File: src/rtl/square_wave_pkg.sv
// Shared types and default waveform parameters for the square-wave VGA
// controller and pixel generator.
package square_wave_pkg;

  typedef enum logic {SEL_HIGH = 1'b0, SEL_LOW = 1'b1} sel_t;

  localparam int KEY_SEL = 0;
  localparam int KEY_INC = 1;
  localparam int KEY_DEC = 2;

  localparam int DEF_LEN_W       = 7;
  localparam int DEF_LEN_MIN     = 4;
  localparam int DEF_LEN_MAX     = 64;
  localparam int DEF_LEN_STEP    = 4;
  localparam int DEF_LEN_DEFAULT = 16;

endpackage

File: src/rtl/square_wave_param_ctrl_debounce.sv
// Push-button conditioner: 2-flop synchronizer, stable-level debounce counter
// and a one-cycle pulse on each accepted press (1->0).
module key_debounce #(
  parameter int DEBOUNCE_CYCLES = 500_000
) (
  input  logic clk,
  input  logic reset_n,
  input  logic key_n,
  output logic press
);

  localparam int CNT_W = (DEBOUNCE_CYCLES > 1) ? $clog2(DEBOUNCE_CYCLES) : 1;
  localparam logic [CNT_W-1:0] CNT_LAST = CNT_W'(DEBOUNCE_CYCLES - 1);

  logic [1:0]       r_sync;
  logic             r_deb;
  logic [CNT_W-1:0] r_cnt;
  logic             r_press;

  // Flip happens on the edge that would make the count reach DEBOUNCE_CYCLES.
  always_ff @(posedge clk) begin
    if (!reset_n) begin
      r_sync  <= 2'b11;
      r_deb   <= 1'b1;
      r_cnt   <= '0;
      r_press <= 1'b0;
    end else begin
      r_sync  <= {r_sync[0], key_n};
      r_press <= 1'b0;
      if (r_sync[1] == r_deb) begin
        r_cnt <= '0;
      end else if (r_cnt == CNT_LAST) begin
        r_deb   <= r_sync[1];
        r_cnt   <= '0;
        r_press <= ~r_sync[1];
      end else begin
        r_cnt <= r_cnt + 1'b1;
      end
    end
  end

  assign press = r_press;

endmodule

File: src/rtl/square_wave_param_ctrl.sv
// Key-driven editor for the square-wave high/low phase lengths; edits go to
// shadow registers and are committed to the live outputs on frame_tick.
module square_wave_param_ctrl
  import square_wave_pkg::*;
#(
  parameter int DEBOUNCE_CYCLES = 500_000,
  parameter int LEN_W           = DEF_LEN_W,
  parameter int LEN_MIN         = DEF_LEN_MIN,
  parameter int LEN_MAX         = DEF_LEN_MAX,
  parameter int LEN_STEP        = DEF_LEN_STEP,
  parameter int LEN_DEFAULT     = DEF_LEN_DEFAULT
) (
  input  logic             clk,
  input  logic             reset_n,
  input  logic [2:0]       key,
  input  logic             frame_tick,
  output logic [LEN_W-1:0] high_len,
  output logic [LEN_W-1:0] low_len,
  output logic             sel_field,
  output logic             update_pending
);

  localparam logic [LEN_W:0]   L_MAX   = (LEN_W+1)'(LEN_MAX);
  localparam logic [LEN_W:0]   L_FLOOR = (LEN_W+1)'(LEN_MIN + LEN_STEP);
  localparam logic [LEN_W:0]   L_STEP  = (LEN_W+1)'(LEN_STEP);
  localparam logic [LEN_W-1:0] L_DEF   = LEN_W'(LEN_DEFAULT);

  logic [2:0] w_press;

  for (genvar g = 0; g < 3; g++) begin : g_key
    key_debounce #(.DEBOUNCE_CYCLES(DEBOUNCE_CYCLES)) u_deb (
      .clk     (clk),
      .reset_n (reset_n),
      .key_n   (key[g]),
      .press   (w_press[g])
    );
  end

  sel_t r_state, w_state_nxt;

  always_ff @(posedge clk) begin
    if (!reset_n) r_state <= SEL_HIGH;
    else          r_state <= w_state_nxt;
  end

  always_comb begin
    w_state_nxt = r_state;
    if (w_press[KEY_SEL]) w_state_nxt = (r_state == SEL_HIGH) ? SEL_LOW : SEL_HIGH;
  end

  always_comb sel_field = (r_state == SEL_LOW);

  logic [LEN_W-1:0] r_sh_hi, r_sh_lo, r_hi, r_lo;
  logic             r_pend;
  logic [LEN_W-1:0] w_cur, w_edit, w_sh_hi_nxt, w_sh_lo_nxt, w_hi_nxt, w_lo_nxt;
  logic [LEN_W:0]   w_up, w_dn;
  logic             w_inc, w_dec;

  // Simultaneous inc+dec cancel; edits target the field selected before any toggle.
  always_comb begin
    w_inc  = w_press[KEY_INC] & ~w_press[KEY_DEC];
    w_dec  = w_press[KEY_DEC] & ~w_press[KEY_INC];
    w_cur  = (r_state == SEL_HIGH) ? r_sh_hi : r_sh_lo;
    w_up   = {1'b0, w_cur} + L_STEP;
    w_dn   = {1'b0, w_cur} - L_STEP;
    w_edit = w_cur;
    if (w_inc) w_edit = (w_up > L_MAX) ? LEN_W'(LEN_MAX) : w_up[LEN_W-1:0];
    if (w_dec) w_edit = ({1'b0, w_cur} < L_FLOOR) ? LEN_W'(LEN_MIN) : w_dn[LEN_W-1:0];
    w_sh_hi_nxt = (r_state == SEL_HIGH) ? w_edit : r_sh_hi;
    w_sh_lo_nxt = (r_state == SEL_LOW)  ? w_edit : r_sh_lo;
    w_hi_nxt    = frame_tick ? r_sh_hi : r_hi;
    w_lo_nxt    = frame_tick ? r_sh_lo : r_lo;
  end

  always_ff @(posedge clk) begin
    if (!reset_n) begin
      r_sh_hi <= L_DEF;
      r_sh_lo <= L_DEF;
      r_hi    <= L_DEF;
      r_lo    <= L_DEF;
      r_pend  <= 1'b0;
    end else begin
      r_sh_hi <= w_sh_hi_nxt;
      r_sh_lo <= w_sh_lo_nxt;
      r_hi    <= w_hi_nxt;
      r_lo    <= w_lo_nxt;
      r_pend  <= (w_sh_hi_nxt != w_hi_nxt) || (w_sh_lo_nxt != w_lo_nxt);
    end
  end

  assign high_len       = r_hi;
  assign low_len        = r_lo;
  assign update_pending = r_pend;

endmodule

File: config.mk
export PLATFORM = sky130hd
export DESIGN_NAME = square_wave_param_ctrl
export DESIGN_NICKNAME = d
export VERILOG_FILES = /design/src/rtl/square_wave_pkg.sv /design/src/rtl/square_wave_param_ctrl_debounce.sv /design/src/rtl/square_wave_param_ctrl.sv
export SDC_FILE = /design/constraint.sdc
export NUM_CORES = 1
export LEC_CHECK = 0
export BUFFER_PORTS_ARGS = -buffer_cell sky130_fd_sc_hd__clkbuf_2
export CORE_ASPECT_RATIO = 1.4
export CORE_MARGIN = 2
export CORE_UTILIZATION = 60
export CTS_CLUSTER_SIZE = 40
export DETAILED_ROUTE_END_ITERATION = 10
export MAX_ROUTING_LAYER = met4
export PLACE_DENSITY_LB_ADDON = 0.08
export SYNTH_ARGS = -nofsm -noshare
export SYNTH_HDL_FRONTEND = slang
export SYNTH_SLANG_ARGS = --single-unit
export TNS_END_PERCENT = 30
File: constraint.sdc
create_clock -name clk -period 4.1 [get_ports clk]
set_input_delay 0.205 -clock clk [delete_from_list [all_inputs] [get_ports clk]]
set_output_delay 0.205 -clock clk [all_outputs]
set_load 0.02 [all_outputs]
==> flow_metrics.tcl, run 1 <==
set metrics [dict create \
    status "completed" \
    synth_enable_flop_cells 0 \
    die_y_um 114 \
    fin_util 0.662 \
    crit_path_end_kind "flop" \
    worstHoldStart "key[2]" \
    area_growth_pct 8.41 \
    layout-drive-gt1-share 0.0884 \
    root_buffer "clkbuf_16" \
    gp_congestion 0.921 \
    fin_skew_ps 8.19 \
    yosysSeqAreaShare 0.384 \
    vias_per_cell 5.92 \
    drc 0 \
    synth-seq-cells 99 \
    power_density_mw_per_mm2 349 \
    rows 40 \
    initial_core_util 0.610 \
    ir_drop_mv 0.337 \
    critical_path.max_fanout 27 \
    cts_tree "done" \
    io_pins 22 \
    critPathRequiredTime_ps 4300 \
    dr.pass1.iters 5 \
    syn-mean-instance-area_um2 8.39 \
    fillers 726 \
    final-setup-viol-count 0 \
    vias 4307 \
    regArea_mm2 0.00198 \
    synth_cell_types 66 \
    syn_area_mm2 0.00516 \
    cts-resized-gates 0 \
    setup_tns_ps 0 \
    async_flop_share 0 \
    avgRoutedWirePerCell_um 15.4 \
    die_area_mm2 0.00937 \
    grt.total_usage 0.264 \
    htreeDepth 3 \
    grt_pass1_vias 4148 \
    gr-total-overflow 0 \
    cts_buffers 9 \
    cts_num_sinks 99 \
    reg2reg_setup_slack_ps 640 \
    cts_setup_buffers 0 \
    finalCriticalPeriod_ps 3460 \
    multi_input_area_mm2 0.00295 \
    cts_buffer_depth 2 \
    wirelength_mm 11.2 \
    syn_nets 626 \
    coreArea_mm2 0.00846 \
    clkTransAtPathRegs_ps 70 \
    final_cell_mix "nor2_1 (105), dfxtp_1 (98), nand2_1 (52), xor2_1 (43), nand3_1 (32)" \
    die_w_um 82.4 \
    antenna_found_initial 0 \
    synth_cells 615 \
    antenna_cells 0 \
    fmax_ghz 0.289 \
    cp_data_arrival_time_ps 3660 \
    worstSkewPairLatency_ps 350 \
    grt_pass1_wl_mm 18.9 \
    dp_hpwl_mm 7.92 \
    hold_violations 0 \
    hold_path_end "g_key[2].u_deb.r_sync[0]" \
    grt_max_degree 37 \
    timing.rr.end "update_pending" \
    rsz0062_at_grt "false" \
    rr_startpoint "sel_field" \
    relSlewSlack 0.413 \
    drv_cap 0 \
    nets 629 \
    crit_type "flop to flop" \
    slew_viol_final 0 \
    final_common_cell "nor2_1" \
    postCtsHoldBufs 0 \
    synth_ff_type "dfxtp_1" \
    startpoint_type "flop" \
    power_leakage_nw 1.98 \
    finalCritPeriodShare 0.845 \
    worst_pin_slew_ps 878 \
    hold_path_class "input pin to flop" \
    port_buffers 21 \
    antenna_left 0 \
    yosys_warnings 0 \
    drtIter0Drc 315 \
    reg2reg_depth 11 \
    hold_path_depth 2 \
]
## worst max-delay path, cell delays in order (launching register included)
cell and delay [ps]:
dfxtp_2 700, mux2i_1 380, inv_1 80, ha_1 300
and4b_1 280, nor2_2 170, o211ai_2 190, o211ai_1 380
xor2_1 210, and4_1 200, nor4bb_1 310, a31oi_1 120
## area by class of cell
class / instances / share of cell area
Clock buffer: 9 / 0.0403
Tap cell: 105 / 0.0235
Multi-Input combinational cell: 466 / 0.527
Sequential cell: 99 / 0.354
Timing Repair Buffer: 23 / 0.0215
Inverter: 19 / 0.0127
Clock inverter: 6 / 0.0203
## how the worst max path moves through the flow
| stage | startpoint | to | cells past startpoint |
|---|---|---|---|
| after detailed placement | sel_field | update_pending | 11 |
| after global placement | sel_field | update_pending | 11 |
| after global routing | sel_field | update_pending | 11 |
| after CTS | sel_field | update_pending | 11 |
| final | sel_field | update_pending | 11 |
| after floorplan | sel_field | update_pending | 14 |
## registers in the layout, summed over array words and instances (netlist names)
register,cells
r_sh_lo,7
r_sh_hi,7
update_pending,1
g_key.u_deb.r_cnt,57
g_key.u_deb.r_deb,3
g_key.u_deb.r_sync,6
low_len,7
sel_field,1
g_key.u_deb.press,3
high_len,7
## logic make-up (layout without fill, tap and decap cells)
family          count (synthesis)  in the layout  share of synthesized area
compound gates                 81             81                      0.113
xor+xnor                       63             63                      0.107
fa+ha+maj                       5              5                     0.0121
buf+inv                        50             57                     0.0444
flops                          99             99                      0.384
mux                            30             30                     0.0630
simple gates                  287            287                      0.277
## through the flow
stage                     total power, mW  hold slack, ps  cells  instance area (um2)  setup slack [ps]
after floorplan                      1.01             306    615                 5160               918
after global placement               1.02             387    712                 5260               850
after detailed placement             1.02             388    712                 5260               726
after CTS                            1.97            26.0    727                 5600               702
after global routing                 2.00            40.7    727                 5600               339
final                                1.95            35.0    727                 5600               637
## report_power, final
group	switching, mW	internal, mW
clock network	0.363	0.595
logic	0.0202	0.00915
registers	0.00223	0.965
total	0.385	1.57
## cells in the mapped netlist, types with 5 or more instances
master | instances | area [um2]
xnor2_1 | 20 | 175
nand3_1 | 32 | 160
a211oi_1 | 6 | 45.0
o21ai_0 | 12 | 60.1
a31oi_1 | 6 | 37.5
a21oi_1 | 21 | 105
nand4_1 | 14 | 87.6
nand2b_1 | 12 | 75.1
buf_2 | 12 | 60.1
mux2i_1 | 24 | 240
nor4_1 | 5 | 31.3
nor3_1 | 17 | 85.1
or3_1 | 7 | 43.8
a22oi_1 | 5 | 37.5
inv_1 | 19 | 71.3
clkbuf_1 | 13 | 48.8
xor2_1 | 43 | 377
nand2_1 | 52 | 195
ha_1 | 5 | 62.6
nor2_1 | 105 | 394
and3_1 | 8 | 50.1
dfxtp_1 | 99 | 1980
## layer usage
| layer | wire length, um | track usage | share of wire |
|---|---|---|---|
| met1 | 4860 | 0.311 | 0.43 |
| met4 | 176 | 0.0922 | 0.016 |
| met5 | 0 | - | 0 |
| met2 | 5770 | 0.444 | 0.52 |
| met3 | 365 | 0.0475 | 0.033 |
No activity file was read; power rests on OpenSTA's default activity.
==> run 2, diff against run 1 <==
--- a/config.mk
+++ b/config.mk
@@ -5,10 +5,11 @@
 export SDC_FILE = /design/constraint.sdc
 export NUM_CORES = 1
 export LEC_CHECK = 0
+export ABC_AREA = 1
 export BUFFER_PORTS_ARGS = -buffer_cell sky130_fd_sc_hd__clkbuf_2
 export CORE_ASPECT_RATIO = 1.4
 export CORE_MARGIN = 2
-export CORE_UTILIZATION = 60
+export CORE_UTILIZATION = 55
 export CTS_CLUSTER_SIZE = 40
 export DETAILED_ROUTE_END_ITERATION = 10
 export MAX_ROUTING_LAYER = met4
==> constraint.sdc (replaced) <==
create_clock -name clk -period 3.1 [get_ports clk]
set_input_delay 0.155 -clock clk [delete_from_list [all_inputs] [get_ports clk]]
set_output_delay 0.155 -clock clk [all_outputs]
set_load 0.02 [all_outputs]
==> run 2 against run 1 <==
Against the previous run:
- clock skew down 3.1 ps
- synthesized area down 7.2%
- synthesized cell count up 12%
- combinational power rose to 3.3 times the previous value
- critical path type unchanged
- sequential power up 33%
==> flow_metrics.tcl, run 2 <==
set metrics [dict create \
    status "completed" \
    post_dp_cell_area_mm2 0.00498 \
    coreArea_mm2 0.00851 \
    antenna_left 0 \
    die_w_um 82.9 \
    final_common_cell "nand2_1" \
    vias_per_cell 5.19 \
    cp-endpoint "update_pending" \
    cp_data_arrival_time_ps 2780 \
    largest_reg_flops 57 \
    synth_common_cells "nand2_1 (164), dfxtp_1 (99), nor2_1 (91)" \
    drc 0 \
    synth_cells 691 \
    die_area_mm2 0.00948 \
    synth-xor-area-share 0.0311 \
    cp-startpoint "sel_field" \
    antenna_found_initial 0 \
    rr_startpoint "sel_field" \
    drtIter0Drc 215 \
    cts_num_sinks 99 \
    synth_ff_type "dfxtp_1" \
    reg2reg_depth 22 \
    slew_viol_final 0 \
    synth_top_family_by_area "simple AND/OR/NAND/NOR gates" \
    synth_enable_flop_cells 0 \
    worstSkewPairLatency_ps 350 \
    final_cell_mix "nand2_1 (164), dfxtp_1 (99), nor2_1 (91), inv_1 (88), nand3_1 (52)" \
    crit_path_end_kind "flop" \
    rsz0062_at_grt "false" \
    wirelength_mm 10.0 \
    grt_max_degree 37 \
    hold_violations 0 \
    synth-seq-cells 99 \
    dp_hpwl_mm 7.62 \
    grt_pass1_vias 4060 \
    io_pins 22 \
    yosysSeqAreaShare 0.414 \
    finalCriticalPeriod_ps 2560 \
    grt.total_usage 0.227 \
    relSlewSlack 0.435 \
    synth_compound_area_frac 0.0745 \
    startpoint_type "flop" \
    yosysTopAreaCellShare 0.414 \
    layout-drive-gt1-share 0.103 \
    fmax_ghz 0.391 \
    design_area_mm2 0.00528 \
    final-setup-viol-count 0 \
    grt_pass1_wl_mm 17.2 \
    area_growth_pct 10.3 \
    rows 40 \
    finalCritPeriodShare 0.825 \
    yosys_warnings 0 \
    initial_core_util 0.563 \
    hold_path_class "input pin to flop" \
    synth_top_cells_by_area "dfxtp_1 (41%), nand2_1 (13%), nor2_1 (7.1%)" \
    root_buffer "clkbuf_16" \
    crit_type "flop to flop" \
    worst_pin_slew_ps 841 \
    synth_cell_types 37 \
    die_y_um 114 \
    critPathRequiredTime_ps 3320 \
    cts_buffer_depth 2 \
    yosysMostFrequentCell "nand2_1" \
    power_leakage_nw 2.25 \
    regMostFlops "g_key.u_deb.r_cnt" \
    synth-simple-area-share 0.373 \
    reg2reg_setup_slack_ps 540 \
    timing.rr.end "update_pending" \
    vias 4275 \
    antenna_cells 0 \
    fin_skew_ps 5.06 \
    htreeDepth 3 \
    syn-mean-instance-area_um2 6.93 \
    fin_ws_ps 544 \
    cts_buffers 9 \
    cts_tree "done" \
    synth_top_area_cell "dfxtp_1" \
    nets 725 \
    avgRoutedWirePerCell_um 12.2 \
    clkTransAtPathRegs_ps 70 \
    critical_path.max_fanout 17 \
    setup_tns_ps 0 \
    synth_adder_area_share 0.0131 \
    syn_area_mm2 0.00479 \
    ir_drop_mv 0.332 \
    power_density_mw_per_mm2 461 \
    gp_congestion 0.977 \
    dp_slack_ps 555 \
    drv_cap 0 \
    async_flop_share 0 \
    syn_nets 702 \
    synth_mux_area_frac 0.00627 \
    cts_setup_buffers 0 \
    gr-total-overflow 0 \
    port_buffers 21 \
    dr.pass1.iters 5 \
]
==> run 2: final cells by class <==
| type | instances | area (um2) |
|---|---|---|
| fill | 821 | 3230 |
| multi-input combinational | 485 | 2390 |
| sequential | 99 | 1980 |
| inverter | 92 | 345 |
| clock buffer | 11 | 243 |
| timing repair buffer | 27 | 155 |
| tap | 105 | 131 |
| clock inverter | 5 | 38.8 |
==> run 2: metrics by stage <==
| stage | hold slack (ps) | util | power (mW) | std cells |
|---|---|---|---|---|
| 6_report | 19.8 | 0.621 | 2.44 | 824 |
| 5_1_grt | 13.6 | 0.621 | 2.53 | 824 |
| 4_1_cts | 13.1 | 0.621 | 2.46 | 824 |
| 3_5_place_dp | 346 | 0.585 | 1.42 | 806 |
| 3_3_place_gp | 342 | 0.585 | 1.42 | 806 |
| 2_1_floorplan | 262 | - | 1.39 | 691 |
==> run 2: layer usage <==
metal  global-route usage  part of all wire
met5                    -                 0
met1                0.244              0.43
met2                0.408              0.52
met3               0.0469             0.023
met4               0.0940             0.027
==> run 2: report_power, final <==
group	internal (mW)	leakage (nW)	switching (mW)
combinational	0.0323	1.31	0.0643
clock	0.569	0.136	0.479
sequential	1.29	0.802	0.00701
total	1.89	2.25	0.551
==> run 2: what timing repair did <==
action	CTS	global route
hold buffers	2	0
endpoints found under the hold margin	2	0
gates resized for setup	0	0
==> run 2: cells by family (layout without fill, tap and decap cells) <==
family / after synthesis / after routing
adders and majority gates: 5 / 5
buffers and inverters: 107 / 135
DFF: 99 / 99
and+or+nand+nor: 392 / 392
AOI/OAI and AO/OA: 68 / 68
xor gates and xnor gates: 17 / 17
muxes: 3 / 3
==> run 2: critical path: stages, from the launching register on <==
cell	delay (ps)
dfxtp_1	310
buf_4	160
inv_2	220
nand2_1	100
nand2_2	130
ha_1	180
inv_1	60
nor2_1	140
nand3_1	80
nand2_1	110
nand2_2	70
nand2_2	110
nand2_2	70
nand2_1	80
nand2_1	70
nand2_1	60
nand2_1	40
nor2_1	90
nand2_1	50
nor2_1	80
nand3_1	80
nor2_1	90
nor2_1	40
==> run 2: worst min-delay path by stage <==
stage	end	cells past startpoint	startpoint
final	g_key[2].u_deb.r_sync[0]	2	key[2]
after global routing	g_key[2].u_deb.r_sync[0]	2	key[2]
after CTS	g_key[2].u_deb.r_sync[0]	2	key[2]
after detailed placement	g_key[1].u_deb.r_sync[0]	2	key[1]
after global placement	g_key[1].u_deb.r_sync[0]	2	key[1]
after floorplan	g_key[0].u_deb.r_sync[0]	1	key[0]
==> run 3, diff against run 2 <==
--- a/config.mk
+++ b/config.mk
@@ -5,11 +5,11 @@
 export SDC_FILE = /design/constraint.sdc
 export NUM_CORES = 1
 export LEC_CHECK = 0
-export ABC_AREA = 1
+export ABC_AREA = 0
 export BUFFER_PORTS_ARGS = -buffer_cell sky130_fd_sc_hd__clkbuf_2
 export CORE_ASPECT_RATIO = 1.4
 export CORE_MARGIN = 2
-export CORE_UTILIZATION = 55
+export CORE_UTILIZATION = 56
 export CTS_CLUSTER_SIZE = 40
 export DETAILED_ROUTE_END_ITERATION = 10
 export MAX_ROUTING_LAYER = met4
==> constraint.sdc (replaced) <==
create_clock -name clk -period 2.08 [get_ports clk]
set_input_delay 0.104 -clock clk [delete_from_list [all_inputs] [get_ports clk]]
set_output_delay 0.104 -clock clk [all_outputs]
set_load 0.02 [all_outputs]
==> run 3 against run 2 <==
Against the previous run:
- the run now ends with negative setup slack left
- routed wire length is 31% higher
- via count increased by 10%
- fmax shrank 4.0%
- first-iteration DRC count is 27% higher
- register-to-register slack lost 1100 ps
- combinational power shrank 27%
- global-route usage rose by 5.0 points
- clock skew increased by 2.0 ps
- critical path type unchanged
- largest power group unchanged
==> flow_metrics.tcl, run 3 (synthesized netlist as in run 1, its figures left out) <==
set metrics [dict create \
    status "finished with violations" \
    violations "negative setup slack" \
    worstHoldStart "reset_n" \
    grt_max_degree 25 \
    power_leakage_nw 2.41 \
    avgRoutedWirePerCell_um 16.2 \
    layout-drive-gt1-share 0.225 \
    crit_path_end_kind "flop" \
    htreeDepth 3 \
    grt.total_usage 0.277 \
    hold_slack_ps 75.8 \
    crit_path_cell_trace "mux2i_2 > inv_1 > ha_4 > and4b_1 > nor2_4 > nor2_1 > buf_4 > a21oi_4 > nor4b_1 > a2111o_1 > o41ai_2 > a31oi_1" \
    startpoint_type "flop" \
    initial_core_util 0.575 \
    rows 41 \
    cts_buffer_depth 2 \
    port_buffers 21 \
    worst_pin_slew_ps 821 \
    setup_tns_ps -1750 \
    antenna_found_initial 0 \
    clkTransAtPathRegs_ps 70 \
    grt_pass1_wl_mm 21.8 \
    drtIter0Drc 272 \
    io_pins 22 \
    antenna_left 0 \
    power_mw 3.52 \
    dp_slack_ps -643 \
    fin_ws_ps -581 \
    fillers 730 \
    largest_reg_flops 57 \
    die_area_mm2 0.0100 \
    cpMaxStageDelayCell "dfxtp_4" \
    max_stage_delay_ps 390 \
    fin_cells 813 \
    dr.pass1.iters 5 \
    critPathRequiredTime_ps 2270 \
    post_dp_cell_area_mm2 0.00592 \
    regMostFlops "g_key.u_deb.r_cnt" \
    gp_congestion 0.994 \
    design_area_mm2 0.00637 \
    dp_hpwl_mm 9.78 \
    fin_util 0.710 \
    fmax_ghz 0.376 \
    ir_drop_mv 0.644 \
    finalCritPeriodShare 1.28 \
    final-setup-viol-count 13 \
    cp-startpoint "sel_field" \
    coreArea_mm2 0.00898 \
    cts_buffers 9 \
    relSlewSlack 0.452 \
    die_y_um 118 \
    cp_data_arrival_time_ps 2850 \
    gr-total-overflow 0 \
    rr_startpoint "sel_field" \
    worstSkewPairLatency_ps 340 \
    drv_cap 0 \
    vias_per_cell 5.79 \
    final_cell_mix "nor2_1 (105), dfxtp_1 (98), buf_4 (79), nand2_1 (51), xor2_1 (43)" \
    wirelength_mm 13.2 \
    vias 4706 \
    antenna_cells 0 \
    power_density_mw_per_mm2 553 \
    slew_viol_final 0 \
    die_w_um 85.1 \
    final_common_cell "nor2_1" \
    nets 712 \
    drc 0 \
    hold_path_class "input pin to flop" \
    finalCriticalPeriod_ps 2660 \
    critical_path.max_fanout 5 \
    cts_num_sinks 99 \
    rsz0062_at_grt "true" \
    fin_skew_ps 7.02 \
    crit_type "flop to flop" \
    area_growth_pct 23.4 \
    hold_violations 0 \
    dp.cells 794 \
    grt_pass1_vias 4682 \
    root_buffer "clkbuf_16" \
    cts_tree "done" \
]
run 3: final timing paths:
| check | to | slack, ps | cells past startpoint |
|---|---|---|---|
| setup / recovery | update_pending | -580 | 12 |
| hold / removal | g_key[0].u_deb.r_deb | 80 | 2 |
| setup reg to reg | update_pending | -580 | 12 |
| hold reg to reg | g_key[2].u_deb.r_sync[1] | 410 | 1 |
run 3: worst max-delay path: cells and delay by family (launching register included):
kind | cells | cell delay, ps
AO/OA/AOI/OAI | 4 | 890
adder cells (fa/ha/maj) | 1 | 190
buffers and inverters | 2 | 260
flip-flops | 1 | 390
multiplexers | 1 | 240
AND/OR/NAND/NOR | 4 | 530
run 3: final cells by class:
type | instances | area [um2] | area share
multi-input cells | 466 | 3130 | 0.491
flip-flops and latches | 99 | 1990 | 0.312
repair buffers | 106 | 771 | 0.121
clock buffers | 10 | 239 | 0.0375
well taps | 107 | 134 | 0.0210
inverters | 19 | 71.3 | 0.0112
clock inverters | 6 | 40.0 | 0.00628
run 3: power by group:
group | internal, mW | switching (mW) | total (mW)
combinational | 0.0280 | 0.0428 | 0.0708
sequential | 1.90 | 0.00446 | 1.91
clock | 0.842 | 0.701 | 1.54
total | 2.77 | 0.748 | 3.52
run 3: repair_timing:
action                     4_1_cts  5_1_grt
hold endpoints to repair         3        0
resized for setup               14       11
setup endpoints to repair       14       15
pin swaps                        4       10
setup buffers                    1        0
hold buffers                     3        0
run 3: per-layer routing:
layer / vias up / track usage / share of wire
met2: 100 / 0.510 / 0.55
met3: 32 / 0.0400 / 0.031
met4: 0 / 0.117 / 0.035
met5: - / - / 0
li1: 2322 / - / -
met1: 2252 / 0.287 / 0.38
